==> config.mk <==
export PLATFORM = sky130hd
export DESIGN_NAME = game_sequencer
export DESIGN_NICKNAME = d
export VERILOG_FILES = /design/src/rtl/game_pkg.sv /design/src/rtl/vs_edge_sync.sv /design/src/rtl/game_sequencer.sv
export SDC_FILE = /design/constraint.sdc
export NUM_CORES = 1
export LEC_CHECK = 0
export BUFFER_PORTS_ARGS = -buffer_cell sky130_fd_sc_hd__buf_2
export CAP_MARGIN = 20
export CORE_ASPECT_RATIO = 1.75
export CORE_MARGIN = 2
export CORE_UTILIZATION = 55
export CTS_CLUSTER_SIZE = 40
export DETAILED_ROUTE_END_ITERATION = 12
export PLACE_DENSITY = 0.78
export SYNTH_ARGS = -nofsm -noshare
export SYNTH_HDL_FRONTEND = slang
export SYNTH_SLANG_ARGS = --single-unit
==> constraint.sdc <==
create_clock -name Clk -period 2.95 [get_ports Clk]
set_clock_uncertainty 0.2 [all_clocks]
set_input_delay 0.59 -clock Clk [delete_from_list [all_inputs] [get_ports Clk]]
set_output_delay 0.59 -clock Clk [all_outputs]
set_load 0.01 [all_outputs]
==> src/rtl/game_pkg.sv <==
// Shared types and constants for the game sequencer and its bench.
// Latency: n/a (types and constants only).
// Backpressure: n/a.
package game_pkg;

    typedef enum logic [2:0] {
        IDLE  = 3'd0,
        PLAY  = 3'd1,
        HIT   = 3'd2,
        PAUSE = 3'd3,
        OVER  = 3'd4
    } state_t;

    localparam logic [7:0] KEY_SPACE = 8'h2C;
    localparam logic [7:0] KEY_P     = 8'h13;
    localparam logic [7:0] KEY_NONE  = 8'h00;

    // Objects sit at their start positions while waiting to start and while respawning.
    function automatic logic obj_reset_for(input state_t s);
        return (s == IDLE) || (s == HIT);
    endfunction

endpackage

==> src/rtl/vs_edge_sync.sv <==
// Synchronises an async active-low strobe and emits a one-cycle tick on its falling edge.
// Latency: tick is high in the cycle that follows the 3rd Clk edge after async_in falls.
// Backpressure: none; one tick per falling edge.
// Ports: Clk, Reset (sync, active-high), async_in (async level), fall_tick (1-cycle pulse).
module vs_edge_sync (
    input  logic Clk,
    input  logic Reset,
    input  logic async_in,
    output logic fall_tick
);

    logic r_meta;
    logic r_sync;
    logic r_sync_q;
    logic r_tick;

    always_ff @(posedge Clk) begin
        if (Reset) begin
            r_meta   <= 1'b0;
            r_sync   <= 1'b0;
            r_sync_q <= 1'b0;
            r_tick   <= 1'b0;
        end else begin
            r_meta   <= async_in;
            r_sync   <= r_meta;
            r_sync_q <= r_sync;
            // Registered edge detect: a cleared history never looks like a falling edge.
            r_tick   <= r_sync_q & ~r_sync;
        end
    end

    assign fall_tick = r_tick;

endmodule

==> src/rtl/game_sequencer.sv <==
// Per-frame game controller: key edge detect, game FSM, object update/reset, lives and score.
// Latency: update_en pulses in the cycle after the 3rd Clk edge following a vs fall; state changes one Clk later.
// Backpressure: none; at most one update_en pulse per vs period.
// Ports: Clk, Reset (sync active-high), vs (async, active low), keycode[7:0], collide (level)
//        -> game_state, update_en (pulse), obj_reset (level), lives[2:0], score[SCORE_W-1:0] (saturating).
// Optional feature: define GAME_SEQ_PAUSE_EN to make PAUSE reachable from PLAY via PAUSE_KEY.
module game_sequencer
    import game_pkg::*;
#(
    parameter logic [7:0] START_KEY      = KEY_SPACE,
    parameter logic [7:0] PAUSE_KEY      = KEY_P,
    parameter int         LIVES_INIT     = 3,
    parameter int         RESPAWN_FRAMES = 60,
    parameter int         SCORE_W        = 16
) (
    input  logic               Clk,
    input  logic               Reset,
    input  logic               vs,
    input  logic [7:0]         keycode,
    input  logic               collide,
    output state_t             game_state,
    output logic               update_en,
    output logic               obj_reset,
    output logic [2:0]         lives,
    output logic [SCORE_W-1:0] score
);

    state_t             r_state;
    logic [2:0]         r_lives;
    logic [SCORE_W-1:0] r_score;
    logic [7:0]         r_timer;
    logic [7:0]         r_key_q;
    logic               r_obj_reset;

    logic               w_tick;
    logic               w_start_press;
    logic               w_pause_press;
    logic               w_update;
    state_t             w_next_state;
    logic [2:0]         w_next_lives;
    logic [SCORE_W-1:0] w_next_score;
    logic [7:0]         w_next_timer;

    vs_edge_sync u_vs_sync (
        .Clk       (Clk),
        .Reset     (Reset),
        .async_in  (vs),
        .fall_tick (w_tick)
    );

    // A held key fires once: only the cycle the keycode first matches.
    assign w_start_press = (keycode == START_KEY) && (r_key_q != START_KEY);
    assign w_pause_press = (keycode == PAUSE_KEY) && (r_key_q != PAUSE_KEY);

    always_comb begin
        w_next_state = r_state;
        w_next_lives = r_lives;
        w_next_score = r_score;
        w_next_timer = r_timer;
        w_update     = 1'b0;
        case (r_state)
            IDLE, OVER: begin
                if (w_start_press) begin
                    w_next_state = PLAY;
                    w_next_lives = 3'(LIVES_INIT);
                    w_next_score = '0;
                end
            end
            PLAY: begin
                if (w_tick) begin
                    w_update = 1'b1;
                    if (r_score != {SCORE_W{1'b1}}) begin
                        w_next_score = r_score + 1'b1;
                    end
                end
                // Collision on a tick wins over a coincident pause press.
                if (w_tick && collide) begin
                    if (r_lives <= 3'd1) begin
                        w_next_lives = 3'd0;
                        w_next_state = OVER;
                    end else begin
                        w_next_lives = r_lives - 3'd1;
                        w_next_timer = 8'(RESPAWN_FRAMES);
                        w_next_state = HIT;
                    end
                end
`ifdef GAME_SEQ_PAUSE_EN
                else if (w_pause_press) begin
                    w_next_state = PAUSE;
                end
`endif
            end
            HIT: begin
                if (w_tick) begin
                    if (r_timer <= 8'd1) begin
                        w_next_timer = 8'd0;
                        w_next_state = PLAY;
                    end else begin
                        w_next_timer = r_timer - 8'd1;
                    end
                end
            end
            PAUSE: begin
                // Only reachable when the pause feature is built in.
                if (w_pause_press) begin
                    w_next_state = PLAY;
                end
            end
            default: begin
                w_next_state = IDLE;
            end
        endcase
    end

    always_ff @(posedge Clk) begin
        if (Reset) begin
            r_state     <= IDLE;
            r_lives     <= 3'd0;
            r_score     <= '0;
            r_timer     <= 8'd0;
            r_key_q     <= KEY_NONE;
            r_obj_reset <= 1'b1;
        end else begin
            r_state     <= w_next_state;
            r_lives     <= w_next_lives;
            r_score     <= w_next_score;
            r_timer     <= w_next_timer;
            r_key_q     <= keycode;
            r_obj_reset <= obj_reset_for(w_next_state);
        end
    end

    assign game_state = r_state;
    assign update_en  = w_update;
    assign obj_reset  = r_obj_reset;
    assign lives      = r_lives;
    assign score      = r_score;

endmodule

After elaboration in Yosys (flattened, before gate mapping)
Cells that the tools add are included.

operators by class
  bitwise logic cells = 2
  add/subtract/negate cells = 3
  reductions and logical operators = 12
  muxes and demuxes = 22
  equality and inequality tests = 16
  order comparisons = 2

operators by type and width
  cell                                                 number
  2-to-1 mux 16 bit                                    3
  2-to-1 mux 8 bit                                     4
  case mux 16 bit (2 select lines)                     1
  2-to-1 mux 3 bit                                     9
  adder 16 x 1 -> 16 bit, second input constant        1
  != test 16 bit, second input constant                1
  case mux 8 bit (2 select lines)                      1
  case mux 3 bit (4 select lines)                      1
  equality test 3 x 2 -> 1 bit, second input constant  3
  equality test 8 x 5 -> 1 bit, second input constant  1
  equality test 8 x 6 -> 1 bit, second input constant  1
  <= comparator 8 x 1 -> 1 bit, second input constant  1
  != test 2 bit, second input constant                 4
  != test 8 x 5 -> 1 bit, second input constant        1
  != test 8 x 6 -> 1 bit, second input constant        1
  AND reduction 4 bit                                  2
  subtractor 8 x 1 -> 8 bit, second input constant     1
  logical NOT 3 bit                                    2
  case mux 3 bit (2 select lines)                      1
  != test 2 x 1 -> 1 bit, second input constant        2
  nonzero test 2 bit                                   2
  equality test 3 x 1 -> 1 bit, second input constant  1
  equality test 3 bit, second input constant           1
  <= comparator 3 x 1 -> 1 bit, second input constant  1
  8 further kinds                                      11

word-level totals
  input bits = 12
  word-level logic and storage cells = 67
  output and inout port bits = 24
  register bits = 43

Longest topological paths before layout
  depth in word-level cells = 6
  mapped depth = 8
  depth with buffers taken out = 7

By module
Synthesis repeated with hierarchy kept, for this count alone.

unflattened totals
  cells, all modules = 259
  area, all modules = 2189.6 um2

modules (own cells, without submodules)
  module          instances  cells an instance  sequential area each (um2)  area an instance (um2)
  game_sequencer  1          251                780.7                       2078.2
  vs_edge_sync    1          8                  80.1                        111.4

Worst setup path after synthesis
OpenSTA, ideal clock, no wires.

  kind = in2reg
  start = in keycode[0]
  end = reg r_score[14], in the netlist score[14]
  slack = 417 ps
  stages = 6
  required time = 2680 ps
  library setup time = 70 ps
  buffers on the path = 1
  arrival = 2262 ps
  path through = or4_4 > a2111oi_4 > a21oi_2 > buf_6 > or4_1 > a21oi_1

between the ends
  cells in the longest elaborated chain, start to end = 4

ends and longest elaborated chain
  element                        line                   source
  start, declared                game_sequencer.sv:19   input logic [7:0] keycode,
  equality test 8 x 6 -> 1 bit   game_sequencer.sv:52   assign w_start_press = (keycode == START_KEY) && (r_key_q != START_KEY);
  logical AND 1 bit              game_sequencer.sv:52
  != test 2 bit (no line)        --
  AND reduction 4 bit (no line)  --
  end signal, assigned           game_sequencer.sv:126  r_score <= w_next_score;
  end, declared                  game_sequencer.sv:30   logic [SCORE_W-1:0] r_score;

Every way passes these cells.
A chain may end at the register's enable or synchronous reset.

Final worst setup path
  start = reg r_key_q[0]
  end = reg r_score[9], in the netlist score[9]

between the ends
  cells in the longest elaborated chain, start to end = 4

ends and longest elaborated chain
  element                        line                   source
  start, declared                game_sequencer.sv:32   logic [7:0] r_key_q;
  start signal, assigned         game_sequencer.sv:128  r_key_q <= keycode;
  != test 8 x 6 -> 1 bit         game_sequencer.sv:52
  logical AND 1 bit              game_sequencer.sv:52
  != test 2 bit (no line)        --
  AND reduction 4 bit (no line)  --

Every way passes these cells.

==> run metrics <==
run status=finished clean; clk_lat worst skew=~290 ps; leakage power=about 0.9 nW; # fillers=roughly 350; pin count of the biggest net entering global routing=32; Avg Cell Area, Syn=8.533 um2; # placed instances=323; net count after synthesis=between 200 and 300; Pre-antenna DRT Iters=5; Post-synth top cells=sky130_fd_sc_hd__dfxtp_1 (43), sky130_fd_sc_hd__a21oi_1 (27), sky130_fd_sc_hd__nor2_1 (24); number of hold buffers added after cts=0; Placed Instance Area=around 0.0023 mm2; Die Span X=between 50 and 60 um; DRC violations left=0; Critical Path AT=between 2000 and 3000 ps; post-synth design cell area=0.002082 mm2; period utilisation layout=0.8751; count of max-cap constraint violations=0; total number of placement rows=29; WHS Path Cells=1; number of flops mapped to enable cells by yosys=0; count of non-filler cells in the finished layout=roughly 330; worst r2r path cells=6; overall die area=0.004313 mm2; final count of negative-setup-slack endpoints=0; final wirelength=a little under 5000 um; global placer's final weighted congestion=~0.79; worst IR drop on VDD=~0.35 mV; antenna violations before repair=0; H-tree depth=2; initial standard-cell utilization of the core=0.5738; sum of net half-perimeters after detailed placement=about 3600 um; vias per inst=between 6 and 7; async set or reset register ratio after synthesis=0; Total Negative Setup Slacks=0 ps; CTS Buf Count=5; Worst Max-Slew Pin Slew=807.0 ps; layout cell share with drive strength beyond 1=0.2140; Routed WL per cell=14.67 um; Area Growth Syn to Fin=16.59%; most frequent cell after synthesis=sky130_fd_sc_hd__dfxtp_1; area fraction of the dominant cell type after synthesis=0.4135; first-pass GRT wire length=between 8000 and 9000 um; startpoint type of the worst setup path=flip-flop; number of buffers added for setup after CTS=0; clock net sink count=43; number of violations reported at the end of detailed-routing iteration 0=70; cts repair resizes=0; vertical die dimension=85.39 um; critical path start-end classification=flip-flop to flip-flop; clock slew at reported path FFs=around 80 ps; power density of the placed cells=426.6 mW/mm2; # port buffers=35; setup repair after global routing missed its margin=false; number of hold violations in the final report=0; number of cells produced by synthesis=roughly 240; final non-filler cell area=between 0.002 and 0.0025 mm2; vias in the first global route=between 1500 and 2000; maximum single-stage delay on the critical path=between 600 and 700 ps; Worst slew margin=0.4588; peak clock frequency supported by timing=a little under 400 MHz; leading cell types by total area after synthesis=sky130_fd_sc_hd__dfxtp_1 (41%), sky130_fd_sc_hd__a21oi_1 (6.5%), sky130_fd_sc_hd__nor2_1 (4.3%), sky130_fd_sc_hd__nor2b_1 (3.9%), sky130_fd_sc_hd__ha_1 (3.0%); kind of end point of the critical path=flip-flop; critical path required time=2990 ps; clock tree from TritonCTS=done; slowest cell on the critical path=sky130_fd_sc_hd__nor4_1; total number of vias=2021; Std-Cell Core Area=0.003628 mm2; library cells used by synthesis=48; leading register cell type out of synthesis=sky130_fd_sc_hd__dfxtp_1; share of synthesized area occupied by flip-flops and latches=0.4135; worst min path class=flip-flop to flip-flop; dominant cell type by area after synthesis=sky130_fd_sc_hd__dfxtp_1; buffer cell driving the clock tree root=sky130_fd_sc_hd__clkbuf_8; gr usage total=0.2372; time the worst path needs with I/O delays and setup=between 2000 and 3000 ps; critical path fanouts, max=13; final count of pins violating max slew=0; count of antenna diodes in the layout=0; Antenna Nets Post-Route=0; Nets=between 300 and 400; Max clock buf depth=2; flops & latches, synth=43; chain of cells forming the critical path=nor4_1 -> a2111oi_4 -> buf_4 -> or2_2 -> or4b_1 -> nand2_1; count of boundary I/O pins=36; total congestion overflow after global routing=0; total of warnings raised by yosys=0
## stage by stage
| stage | setup slack (ps) | utilization | hold slack, ps | power, mW |
|---|---|---|---|---|
| 3_5_place_dp | 194.5 | 0.6383 | 213.4 | 0.6411 |
| 2_1_floorplan | 417.2 | - | 189.6 | 0.6252 |
| 6_report | 368.6 | 0.6690 | 219.3 | 1.036 |
| 3_3_place_gp | 282.1 | 0.6383 | 218.8 | 0.6396 |
| 4_1_cts | 204.8 | 0.6669 | 224.6 | 1.044 |
| 5_1_grt | 226.1 | 0.6690 | 247.4 | 1.067 |
## cell families after synthesis
logic type / count (synthesis) / share of synthesized area
compound gates: 62 / 0.1929
buf+inv: 16 / 0.03365
mux: 1 / 0.005408
fa+ha+maj: 5 / 0.03005
flops: 43 / 0.4135
simple gates: 117 / 0.3245
## area by class of cell
cell class	count	area [um2]	share of cell area
clock buffer	7	96.34	0.03969
clock inverter	1	7.507	0.003093
inverter	9	33.78	0.01392
multi-input combinational	185	1159	0.4773
sequential	43	860.8	0.3546
tap	46	57.56	0.02371
timing repair buffer	40	212.7	0.08763
## cells in the final DEF, fill, tap and decap left out, drive strengths merged, types with 2 or more instances in the layout
cell type | synthesis | routed
nor3b | 3 | 3
nand2 | 12 | 12
or4b | 2 | 2
nor2b | 13 | 13
nor2 | 24 | 24
or4 | 7 | 7
and3 | 2 | 2
ha | 5 | 5
buf | 3 | 40
nand3 | 8 | 8
clkbuf | 4 | 7
inv | 9 | 9
nand2b | 3 | 3
nand4b | 2 | 2
nor4 | 4 | 4
o21ai | 12 | 12
a21oi | 28 | 28
or3 | 9 | 9
nand3b | 3 | 3
nor3 | 9 | 9
or3b | 3 | 3
nand4 | 5 | 5
a211oi | 2 | 2
dfxtp | 43 | 43
or2 | 4 | 4
nor4b | 2 | 2
o31ai | 6 | 6
## state kept, by name (all words and copies together) (netlist names)
register / cells
r_timer: 8
u_vs_sync.r_sync: 1
game_state: 3
r_key_q: 8
lives: 3
u_vs_sync.fall_tick: 1
u_vs_sync.r_meta: 1
score: 16
obj_reset: 1
u_vs_sync.r_sync_q: 1
## path summary, 6_finish.rpt
check                                       from             endpoint  slack (ps)
worst max-delay path                  r_key_q[0]             score[9]         370
worst min-delay path            u_vs_sync.r_sync  u_vs_sync.fall_tick         220
worst max register to register        r_key_q[0]             score[9]         370
worst min register to register  u_vs_sync.r_sync  u_vs_sync.fall_tick         220
## critical path, delay by kind of cell, from the launching register on
kind / cells / cell delay [ps]
AOI/OAI and AO/OA: 1 / 190
buffers and inverters: 1 / 200
and+or+nand+nor: 4 / 1620
DFF: 1 / 320
## metal layers
metal  GRT usage  routed length, um
met4     0.09337                 95
met5           0                  0
met3     0.04577                164
met2      0.4533               2762
met1      0.2428               1832
## power breakdown
group / internal [mW] / switching, mW / total (mW)
sequential: 0.588 / 0.00396 / 0.592
clock: 0.213 / 0.195 / 0.408
combinational: 0.0142 / 0.0219 / 0.0361
Power figures use the tool's default switching activity.
